`src/rtl/flash_arbiter_if.sv`:
```
// flash_arbiter_if
//   Bundles the two requester ports (A: CPU ROM fetch, B: loader DMA) and
//   the DSPI flash read engine handshake into a single interface.
//   slave  : view used by flash_arbiter (takes requests, drives the engine)
//   master : view used by the surrounding glue / engine model
// Signals:
//   flash_ready, flash_busy, flash_dout  engine status and read data
//   flash_addr, flash_cs                 engine word address and start strobe
//   a_req, a_addr, a_ack, a_data         port A level request / ack pulse / data
//   b_req, b_addr, b_ack, b_data         port B, same as port A
interface flash_arbiter_if;
  logic        flash_ready;
  logic        flash_busy;
  logic [15:0] flash_dout;
  logic [21:0] flash_addr;
  logic        flash_cs;

  logic        a_req;
  logic [21:0] a_addr;
  logic        a_ack;
  logic [15:0] a_data;

  logic        b_req;
  logic [21:0] b_addr;
  logic        b_ack;
  logic [15:0] b_data;

  modport slave (
    input  flash_ready, flash_busy, flash_dout,
    input  a_req, a_addr, b_req, b_addr,
    output flash_addr, flash_cs,
    output a_ack, a_data, b_ack, b_data
  );

  modport master (
    output flash_ready, flash_busy, flash_dout,
    output a_req, a_addr, b_req, b_addr,
    input  flash_addr, flash_cs,
    input  a_ack, a_data, b_ack, b_data
  );
endinterface

```
`src/rtl/flash_arbiter.sv`:
```
// flash_arbiter
//   Shares one DSPI flash read engine between port A (CPU ROM fetch) and
//   port B (loader DMA). Sequences the engine's edge-triggered cs/busy
//   protocol, retries starts the engine never acknowledges, and returns
//   16-bit words over a per-port req/ack handshake.
// Ports:
//   clk        clock, same domain as the flash engine
//   resetn     asynchronous, active-low reset
//   bus        flash_arbiter_if.slave (requester ports + engine handshake)
//   grant_b    1 = current or last transaction belongs to port B
//   retry_cnt  saturating count of start timeouts
// Parameters:
//   FAIR           1 = round-robin on ties, 0 = port A always wins
//   START_TIMEOUT  cycles to wait for flash_busy after raising flash_cs
//   GAP_CYCLES     minimum cycles flash_cs stays low between starts (>= 2)
// Optional feature:
//   FLASH_ARB_CACHE_EN  one-entry per-port read cache (tag + valid); the
//                       cached word is the port's own data register.
module flash_arbiter #(
  parameter int FAIR          = 1,
  parameter int START_TIMEOUT = 8,
  parameter int GAP_CYCLES    = 2
) (
  input  logic           clk,
  input  logic           resetn,
  flash_arbiter_if.slave bus,
  output logic           grant_b,
  output logic [7:0]     retry_cnt
);

  typedef enum logic [1:0] {S_GAP, S_IDLE, S_START, S_RUN} state_t;

  state_t     state, state_nxt;
  logic [7:0] gap_cnt;
  logic [7:0] timer;
  logic       retry_pend;
  logic       prio_b;

  logic a_pend, b_pend, sel_b;
  logic hit_a, hit_b;
  logic start_new, retry_go, timeout, done;

  // A request raised during its own ack cycle belongs to the completed
  // transaction; only a req still high afterwards is a new request.
  assign a_pend = bus.a_req && !bus.a_ack;
  assign b_pend = bus.b_req && !bus.b_ack;

  always_comb begin
    sel_b = 1'b0;
    if (a_pend && b_pend) sel_b = (FAIR != 0) ? prio_b : 1'b0;
    else                  sel_b = b_pend;
  end

`ifdef FLASH_ARB_CACHE_EN
  logic [21:0] a_tag, b_tag;
  logic        a_vld, b_vld;

  assign hit_a = (state == S_IDLE) && !retry_pend && a_pend && a_vld && (bus.a_addr == a_tag);
  assign hit_b = (state == S_IDLE) && !retry_pend && b_pend && b_vld && (bus.b_addr == b_tag);

  always_ff @(posedge clk or negedge resetn) begin
    if (!resetn) begin
      a_vld <= 1'b0;
      b_vld <= 1'b0;
      a_tag <= '0;
      b_tag <= '0;
    end else if (done) begin
      if (grant_b) begin
        b_tag <= bus.flash_addr;
        b_vld <= 1'b1;
      end else begin
        a_tag <= bus.flash_addr;
        a_vld <= 1'b1;
      end
    end
  end
`else
  assign hit_a = 1'b0;
  assign hit_b = 1'b0;
`endif

  // A retried start reuses the registered grant; cache hits defer any new
  // flash start to a later IDLE cycle.
  assign start_new = (state == S_IDLE) && !retry_pend && !hit_a && !hit_b &&
                     bus.flash_ready && (a_pend || b_pend);
  assign retry_go  = (state == S_IDLE) && retry_pend && bus.flash_ready;
  assign timeout   = (state == S_START) && !bus.flash_busy &&
                     (timer == 8'(START_TIMEOUT - 1));
  assign done      = (state == S_RUN) && !bus.flash_busy;

  always_comb begin
    state_nxt = state;
    case (state)
      S_GAP:   if (gap_cnt <= 8'd1) state_nxt = S_IDLE;
      S_IDLE:  if (start_new || retry_go) state_nxt = S_START;
      S_START: begin
        if (bus.flash_busy) state_nxt = S_RUN;
        else if (timeout)   state_nxt = S_GAP;
      end
      S_RUN:   if (done) state_nxt = S_GAP;
      default: state_nxt = S_GAP;
    endcase
  end

  // Decoded straight from the state register so reset drops it at once.
  assign bus.flash_cs = (state == S_START);

  always_ff @(posedge clk or negedge resetn) begin
    if (!resetn) begin
      state          <= S_GAP;
      gap_cnt        <= 8'(GAP_CYCLES);
      timer          <= '0;
      retry_pend     <= 1'b0;
      prio_b         <= 1'b0;
      grant_b        <= 1'b0;
      retry_cnt      <= '0;
      bus.flash_addr <= '0;
      bus.a_ack      <= 1'b0;
      bus.b_ack      <= 1'b0;
      bus.a_data     <= '0;
      bus.b_data     <= '0;
    end else begin
      state <= state_nxt;

      if (state != S_GAP && state_nxt == S_GAP) gap_cnt <= 8'(GAP_CYCLES);
      else if (state == S_GAP)                  gap_cnt <= gap_cnt - 8'd1;

      timer <= (state == S_START) ? timer + 8'd1 : 8'd0;

      if (start_new) begin
        bus.flash_addr <= sel_b ? bus.b_addr : bus.a_addr;
        grant_b        <= sel_b;
      end

      if (timeout) begin
        retry_pend <= 1'b1;
        if (retry_cnt != 8'hFF) retry_cnt <= retry_cnt + 8'd1;
      end else if (retry_go) begin
        retry_pend <= 1'b0;
      end

      bus.a_ack <= hit_a;
      bus.b_ack <= hit_b;

      if (done) begin
        if (grant_b) begin
          bus.b_ack  <= 1'b1;
          bus.b_data <= bus.flash_dout;
        end else begin
          bus.a_ack  <= 1'b1;
          bus.a_data <= bus.flash_dout;
        end
        prio_b <= ~grant_b;
      end
    end
  end

endmodule

```
`src/flat_wrapper.sv`:
```
// flat-port wrapper written by rule: the top's interface ports become plain ports
module flash_arbiter_flat 
#(
  parameter int FAIR          = 1,
  parameter int START_TIMEOUT = 8,
  parameter int GAP_CYCLES    = 2
)
  (clk, resetn, grant_b, retry_cnt, bus_flash_ready, bus_flash_busy, bus_flash_dout, bus_a_req, bus_a_addr, bus_b_req, bus_b_addr, bus_flash_addr, bus_flash_cs, bus_a_ack, bus_a_data, bus_b_ack, bus_b_data);
  flash_arbiter_if bus_i ();
  input  logic clk;
  input  logic resetn;
  output logic grant_b;
  output logic [7:0] retry_cnt;
  input wire logic [$bits(bus_i.flash_ready)-1:0] bus_flash_ready;
  input wire logic [$bits(bus_i.flash_busy)-1:0] bus_flash_busy;
  input wire logic [$bits(bus_i.flash_dout)-1:0] bus_flash_dout;
  input wire logic [$bits(bus_i.a_req)-1:0] bus_a_req;
  input wire logic [$bits(bus_i.a_addr)-1:0] bus_a_addr;
  input wire logic [$bits(bus_i.b_req)-1:0] bus_b_req;
  input wire logic [$bits(bus_i.b_addr)-1:0] bus_b_addr;
  output wire logic [$bits(bus_i.flash_addr)-1:0] bus_flash_addr;
  output wire logic [$bits(bus_i.flash_cs)-1:0] bus_flash_cs;
  output wire logic [$bits(bus_i.a_ack)-1:0] bus_a_ack;
  output wire logic [$bits(bus_i.a_data)-1:0] bus_a_data;
  output wire logic [$bits(bus_i.b_ack)-1:0] bus_b_ack;
  output wire logic [$bits(bus_i.b_data)-1:0] bus_b_data;
  assign bus_i.flash_ready = bus_flash_ready;
  assign bus_i.flash_busy = bus_flash_busy;
  assign bus_i.flash_dout = bus_flash_dout;
  assign bus_i.a_req = bus_a_req;
  assign bus_i.a_addr = bus_a_addr;
  assign bus_i.b_req = bus_b_req;
  assign bus_i.b_addr = bus_b_addr;
  assign bus_flash_addr = bus_i.flash_addr;
  assign bus_flash_cs = bus_i.flash_cs;
  assign bus_a_ack = bus_i.a_ack;
  assign bus_a_data = bus_i.a_data;
  assign bus_b_ack = bus_i.b_ack;
  assign bus_b_data = bus_i.b_data;
  flash_arbiter #(.FAIR(FAIR), .START_TIMEOUT(START_TIMEOUT), .GAP_CYCLES(GAP_CYCLES)) u_core (.clk(clk), .resetn(resetn), .bus(bus_i), .grant_b(grant_b), .retry_cnt(retry_cnt));
endmodule
```
`config.mk`:
```
export PLATFORM = sky130hd
export DESIGN_NAME = flash_arbiter_flat
export DESIGN_NICKNAME = d
export VERILOG_FILES = /design/src/rtl/flash_arbiter_if.sv /design/src/rtl/flash_arbiter.sv /design/src/flat_wrapper.sv
export SDC_FILE = /design/constraint.sdc
export NUM_CORES = 1
export LEC_CHECK = 0
export ABC_AREA = 0
export BUFFER_PORTS_ARGS = -buffer_cell sky130_fd_sc_hd__buf_2
export CAP_MARGIN = 40
export CORE_MARGIN = 2
export CORE_UTILIZATION = 45
export DETAILED_ROUTE_END_ITERATION = 12
export PLACE_DENSITY = 0.84
export REMOVE_ABC_BUFFERS = 1
export SLEW_MARGIN = 10
export SYNTH_ARGS = -nofsm -noshare
export SYNTH_HDL_FRONTEND = slang
export SYNTH_SLANG_ARGS = --single-unit
```
`constraint.sdc`:
```
create_clock -name clk -period 1.9 [get_ports clk]
set_input_delay 0.095 -clock clk [delete_from_list [all_inputs] [get_ports clk]]
set_output_delay 0.095 -clock clk [all_outputs]
set_load 0.01 [all_outputs]
```
==> results.json, run 1 <==
{
  "status": "complete, no violations",
  "p_int_mw": 4.18,
  "numPortBuffers": 131,
  "worst_ep_required_time_ns": 2.15,
  "seq_area_frac_synth_pct": 57.4,
  "netlist-cell-type-count": 36,
  "layout-drive-gt1-share_pct": 41.6,
  "rows": 33,
  "grt_pass1_wl_mm": 14.0,
  "combPwrFrac_pct": 34.5,
  "clock_latency_ns": 0.35,
  "die_w_um": 94.8,
  "end_kind": "flip-flop",
  "wl_mm": 8.67,
  "num_vias": 2983,
  "hp-class": "primary input to flip-flop",
  "cp-startpoint": "u_core.timer[3]$_DFF_PN0_",
  "cts-htree-levels": 3,
  "dr.pass1.iters": 4,
  "swShare_pct": 35.5,
  "antenna_left": 0,
  "antenna_found_initial": 0,
  "ios": 132,
  "synthTopCellsByCount": "dfrtp_1, nand2_1, o21ai_0",
  "power_density_mw_per_mm2": 1300,
  "post-route-util_pct": 61.7,
  "power_frac_clock_pct": 21.5,
  "cts.sinks": 85,
  "routedWlPerCell_um": 14.8,
  "crit_chain": "or4_4 > nor3_4 > o211ai_4 > mux2_1",
  "cp_slowest_cell": "or4_4",
  "tightest_slew_ns": 0.430,
  "fp.coreArea_mm2": 0.00809,
  "min_from": "bus_a_addr[4]",
  "overflow": 0,
  "drtIter0Drc": 140,
  "clk_path_buf_depth": 2,
  "cts_buffers": 9,
  "clock.fmax_mhz": 545,
  "drcViolationCount": 0,
  "grt_pass1_vias": 2955,
  "fp.dieH_um": 94.8,
  "avgSynthCellArea_um2": 11.7,
  "routed.top_layer": "met4",
  "period_share_pct": 96.5,
  "grt_max_degree": 72,
  "hold_viol_final": 0,
  "cts_tree": "built",
  "critPathMaxFanout": 8,
  "slew_headroom_pct": 71.1,
  "maxSlewViolCount": 0,
  "m1WireLength_mm": 3.48,
  "critical_path_arrival_ns": 2.08,
  "clock_skew_ns": 0.0153,
  "drv_cap": 0,
  "synthTopCellsByArea": "dfrtp_1, mux2_2, mux2i_1, o21ai_0, nand2_1",
  "synth-edff-count": 0,
  "synth_warnings": 0,
  "crit_type": "flip-flop to flip-flop",
  "cts.clk_slew.worst_paths_ns": 0.11,
  "num_antenna_cells": 0,
  "ys_ff_latch": 85,
  "finish.net_count": 548,
  "ir_worst_vdd_mv": 0.691,
  "critPathTopFamily": "simple AND/OR/NAND/NOR gates",
  "grt_usage_pct": 20.2,
  "initial_core_util_pct": 45.8,
  "critPathBufInv": 0,
  "ys_async_sr_fraction_pct": 100,
  "wl_met3_um": 426,
  "p_total_mw": 6.48,
  "synthCells": 318,
  "cts_root_buffer": "clkbuf_8",
  "viasPerCell": 5.07,
  "layout-area-overhead-vs-synth_pct": 34.6,
  "r2r_start": "u_core.timer[3]$_DFF_PN0_",
  "rsz0062_at_grt": "yes",
  "wl_met2_mm": 4.62,
  "setup_viol": 0,
  "seq_power_share_pct": 44.0,
  "power.leakage_nw": 2.58,
  "slowest_delay_ns": 0.55,
  "yosysMostFrequentCell": "dfrtp_1",
  "start_kind": "flip-flop",
  "globalplace.congestion": 0.812,
  "die_area_mm2": 0.00898,
  "post-dp-hpwl_mm": 5.81,
  "yosysTopAreaCell": "dfrtp_1",
  "netSwitchingPower_mw": 2.30,
  "synth-main-ff-cell": "dfrtp_1",
  "min_period_ns": 1.83,
  "mappedNetlistArea_mm2": 0.00371,
  "yosysTopAreaCellShare_pct": 56.7
}
[sequential cells by signal (all words and copies together) (netlist names)]
signal and count:
u_core.bus.flash_addr 22, u_core.prio_b 1, u_core.gap_cnt 8, u_core.state 2, u_core.bus.b_ack 1, u_core.grant_b 1, u_core.bus.a_data 16, u_core.retry_pend 1
u_core.timer 8, u_core.bus.b_data 16, u_core.retry_cnt 8, u_core.bus.a_ack 1
[tightest hold or removal path, delay by kind of cell]
family	cells	cell delay (ns)
buf+inv	1	0.07
mux	1	0.05
compound gates	1	0.12
[metrics by stage]
| step | TNS [ns] | instances | setup slack [ns] | hold slack, ns | instance area [um^2] |
|---|---|---|---|---|---|
| 4_1_cts | 0 | 586 | 0.0173 | 0.0229 | 4970 |
| 6_report | 0 | 588 | 0.0666 | 0.0230 | 4990 |
| 2_1_floorplan | -35.86 | 306 | -1.39 | -0.201 | 3650 |
| 3_5_place_dp | 0 | 553 | 0.0353 | -0.0365 | 4580 |
| 5_1_grt | -0.00721 | 588 | -0.00721 | 0.0412 | 4990 |
| 3_3_place_gp | 0 | 553 | 0.122 | -0.0399 | 4580 |
[layer usage]
layer | global-route usage [%] | up-vias
li1 | - | 1419
met1 | 25.7 | 1453
met2 | 34.5 | 99
met3 | 3.75 | 12
met4 | 7.73 | 0
met5 | 0 | -
[worst paths after layout]
kind                            slack (ns)                              endpoint  depth (start not counted)
worst max-delay path                  0.07       u_core.retry_cnt[1]$_DFFE_PN0P_                          4
worst min-delay path                  0.02  u_core.bus.flash_addr[4]$_DFFE_PN0P_                          3
worst max register to register        0.07       u_core.retry_cnt[1]$_DFFE_PN0P_                          4
worst min register to register        0.46             u_core.timer[0]$_DFF_PN0_                          1
max in group asynchronous             1.11         u_core.gap_cnt[1]$_DFFE_PN1P_                          3
min in group asynchronous             0.13       u_core.retry_cnt[3]$_DFFE_PN0P_                          2
[power by group through the flow]
stage | Combinational, mW | Sequential (mW) | Clock, mW
floorplan | 0.966 | 3.09 | 0
global placement | 2.13 | 2.82 | 0
detailed placement | 2.22 | 2.85 | 0
CTS | 2.24 | 2.83 | 1.42
global route | 2.47 | 2.92 | 1.51
finish | 2.23 | 2.85 | 1.39
[layout by cell type, fill, tap and decap left out, drive strengths merged, types with 5 or more instances in the layout]
| cell type | n |
|---|---|
| dlygate4sd3 | 17 |
| mux2 | 34 |
| buf | 144 |
| nor2b | 5 |
| clkbuf | 9 |
| dfrtp | 84 |
| nand2 | 35 |
| nor2 | 25 |
| nor3 | 6 |
| o21ai | 35 |
| xor2 | 9 |
| a21oi | 6 |
| nand3 | 10 |
| inv | 11 |
| mux2i | 25 |
[final cells by class]
cell class / count / area [um^2]
Tap cell: 105 / 131
Multi-Input combinational cell: 215 / 1510
Fill cell: 668 / 3100
Inverter: 6 / 22.5
Timing Repair Buffer: 161 / 980
Clock inverter: 7 / 97.6
Clock buffer: 9 / 124
Sequential cell: 85 / 2130
[cell families after synthesis]
logic type	share of synthesized area, %
xor gates and xnor gates	2.84
muxes	17.1
DFF	57.4
AOI/OAI and AO/OA	6.96
adders and majority gates	1.35
buffers and inverters	2.06
and+or+nand+nor	12.3
[what timing repair did]
item / 4_1_cts / 5_1_grt
buffers inserted: 0 / 2
resized for setup: 0 / 2
endpoints found under the hold margin: 116 / 0
endpoints found under the setup margin: 0 / 5
hold buffers: 17 / 0
No activity file was read; power rests on OpenSTA's default activity.
==> inputs of run 2 (changes only) <==
CORE_UTILIZATION = 50   (was 45)
PLACE_DENSITY = 0.88   (was 0.84)
clock period = 2.2 ns   (was 1.9 ns; I/O delays follow)
==> run 2 against run 1 <==
Effect of this change: combinational power is 18% lower; die area is 9.6% lower; worst setup slack better by 0.19 ns; global-route usage is 0.15 points higher; design area is 4.1% lower; critical endpoint is now u_core.gap_cnt[5]$_DFFE_PN0P_; largest cell class unchanged.
==> results.json, run 2 (synthesis results as in run 1) <==
{
  "status": "complete, no violations",
  "layout-area-overhead-vs-synth_pct": 29.1,
  "cts_buffers": 9,
  "wl_mm": 8.10,
  "clock_skew_ns": 0.0118,
  "routedWlPerCell_um": 14.3,
  "worst_ep_required_time_ns": 2.43,
  "cts-htree-levels": 3,
  "setup_viol": 0,
  "regMostFlops": "u_core.bus.flash_addr",
  "period_share_pct": 88.2,
  "fp.coreArea_mm2": 0.00721,
  "cp-startpoint": "u_core.timer[3]$_DFF_PN0_",
  "ir_worst_vdd_mv": 0.704,
  "tns_ns": 0,
  "die_area_mm2": 0.00812,
  "critPathMostFrequentCell": "o21ai_0",
  "viasPerCell": 5.11,
  "crit_chain": "or4_4 > nor3_4 > buf_4 > o21ai_0 > nand3_1 > o21ai_0",
  "antenna_left": 0,
  "rsz0062_at_grt": "no",
  "final_cell_mix": "buf_2, dfrtp_1, o21ai_0, nand2_1, mux2_2",
  "fp.dieH_um": 90.1,
  "p_total_mw": 5.31,
  "grt_max_degree": 47,
  "min_period_ns": 1.94,
  "initial_core_util_pct": 51.4,
  "cts_tree": "built",
  "ios": 132,
  "finish.net_count": 532,
  "largest_reg_flops": 22,
  "r2r_start": "u_core.timer[3]$_DFF_PN0_",
  "overflow": 0,
  "dr.pass1.iters": 4,
  "dpl-instance-area_mm2": 0.00453,
  "num_vias": 2895,
  "cts_resized": 0,
  "end_kind": "flip-flop",
  "globalplace.congestion": 0.839,
  "dp.cells": 543,
  "die_w_um": 90.1,
  "grt_pass1_vias": 2884,
  "slew_headroom_pct": 64.9,
  "rows": 31,
  "numPortBuffers": 131,
  "drtIter0Drc": 195,
  "critPathMaxFanout": 7,
  "start_kind": "flip-flop",
  "post-dp-hpwl_mm": 5.95,
  "cts.sinks": 85,
  "num_antenna_cells": 0,
  "critical_path_arrival_ns": 2.17,
  "grt_usage_pct": 20.4,
  "layout.cells.non_filler": 566,
  "layout-drive-gt1-share_pct": 41.8,
  "grt_pass1_wl_mm": 13.5,
  "top_regs": "u_core.bus.flash_addr (22), u_core.bus.a_data (16), u_core.bus.b_data (16)",
  "fin_area_mm2": 0.00478,
  "tightest_slew_ns": 0.521,
  "antenna_found_initial": 0,
  "slowest_delay_ns": 0.56,
  "cts.clk_slew.worst_paths_ns": 0.09,
  "min_from": "bus_flash_dout[10]",
  "power.leakage_nw": 2.48,
  "clk_path_buf_depth": 2,
  "drv_cap": 0,
  "mostFrequentLayoutCell": "buf_2",
  "crit_type": "flip-flop to flip-flop",
  "hold_viol_final": 0,
  "power_density_mw_per_mm2": 1110,
  "clock_latency_ns": 0.34,
  "cp_slowest_cell": "or4_4",
  "cts_root_buffer": "clkbuf_8",
  "maxSlewViolCount": 0,
  "clock.fmax_mhz": 515,
  "hp-class": "primary input to flip-flop",
  "drcViolationCount": 0
}
[run 2: cell count changes in the layout (fill, tap and decap cells not counted), sizes merged]
cell	change
buf	-6
bufinv	-1
clkbuf	+1
clkinv	+1
clkinvlp	+2
dlygate4sd3	-10
inv	-3
[run 2: worst max-delay path: cells and delay by family (launching register included)]
kind,cells,cell delay [ns]
AO/OA/AOI/OAI,2,0.27
flip-flops,1,0.44
AND/OR/NAND/NOR,3,0.92
buffers and inverters,1,0.19
[run 2: layout make-up]
class	instances	area, um^2
fill	546	2430
multi-input combinational	215	1510
tap	99	124
sequential	85	2130
clock inverter	6	46.3
inverter	6	22.5
timing repair buffer	145	818
clock buffer	10	138
[run 2: what timing repair did]
item,4_1_cts,5_1_grt
hold buffers,7,0
endpoints found under the setup margin,0,0
buffers inserted,0,0
endpoints found under the hold margin,47,0
[run 2: worst paths after layout]
kind                                                          to  slack [ns]  depth (start not counted)
min in group asynchronous   u_core.bus.flash_addr[9]$_DFFE_PN0P_        0.27                          2
max                                u_core.gap_cnt[5]$_DFFE_PN0P_        0.26                          6
min reg2reg                u_core.bus.flash_addr[13]$_DFFE_PN0P_        0.48                          2
max reg2reg                        u_core.gap_cnt[5]$_DFFE_PN0P_        0.26                          6
max in group asynchronous          u_core.gap_cnt[1]$_DFFE_PN1P_        1.26                          3
min                            u_core.bus.a_data[10]$_DFFE_PN0P_        0.01                          2
[run 2: power by group]
part	total (mW)	internal, mW	switching (mW)
clock network	1.02	0.449	0.572
registers	2.46	2.11	0.345
logic	1.83	0.881	0.948
total	5.31	3.44	1.87
[run 2: layer usage]
layer | routed length, um | global-route usage, % | up-vias
met5 | 0 | 0 | -
met4 | 125 | 8.85 | 0
met3 | 384 | 4.19 | 11
met2 | 4250 | 34.6 | 84
met1 | 3340 | 25.4 | 1411
li1 | - | - | 1389
[run 2: per-stage QoR]
step                util (%)  hold slack, ns  setup slack (ns)
floorplan                  -          -0.186             -1.09
global placement        62.8           0.108             0.362
detailed placement      62.8           0.114             0.256
CTS                     66.3         0.00470             0.243
global route            66.3         0.00626             0.101
finish                  66.3          0.0121             0.260
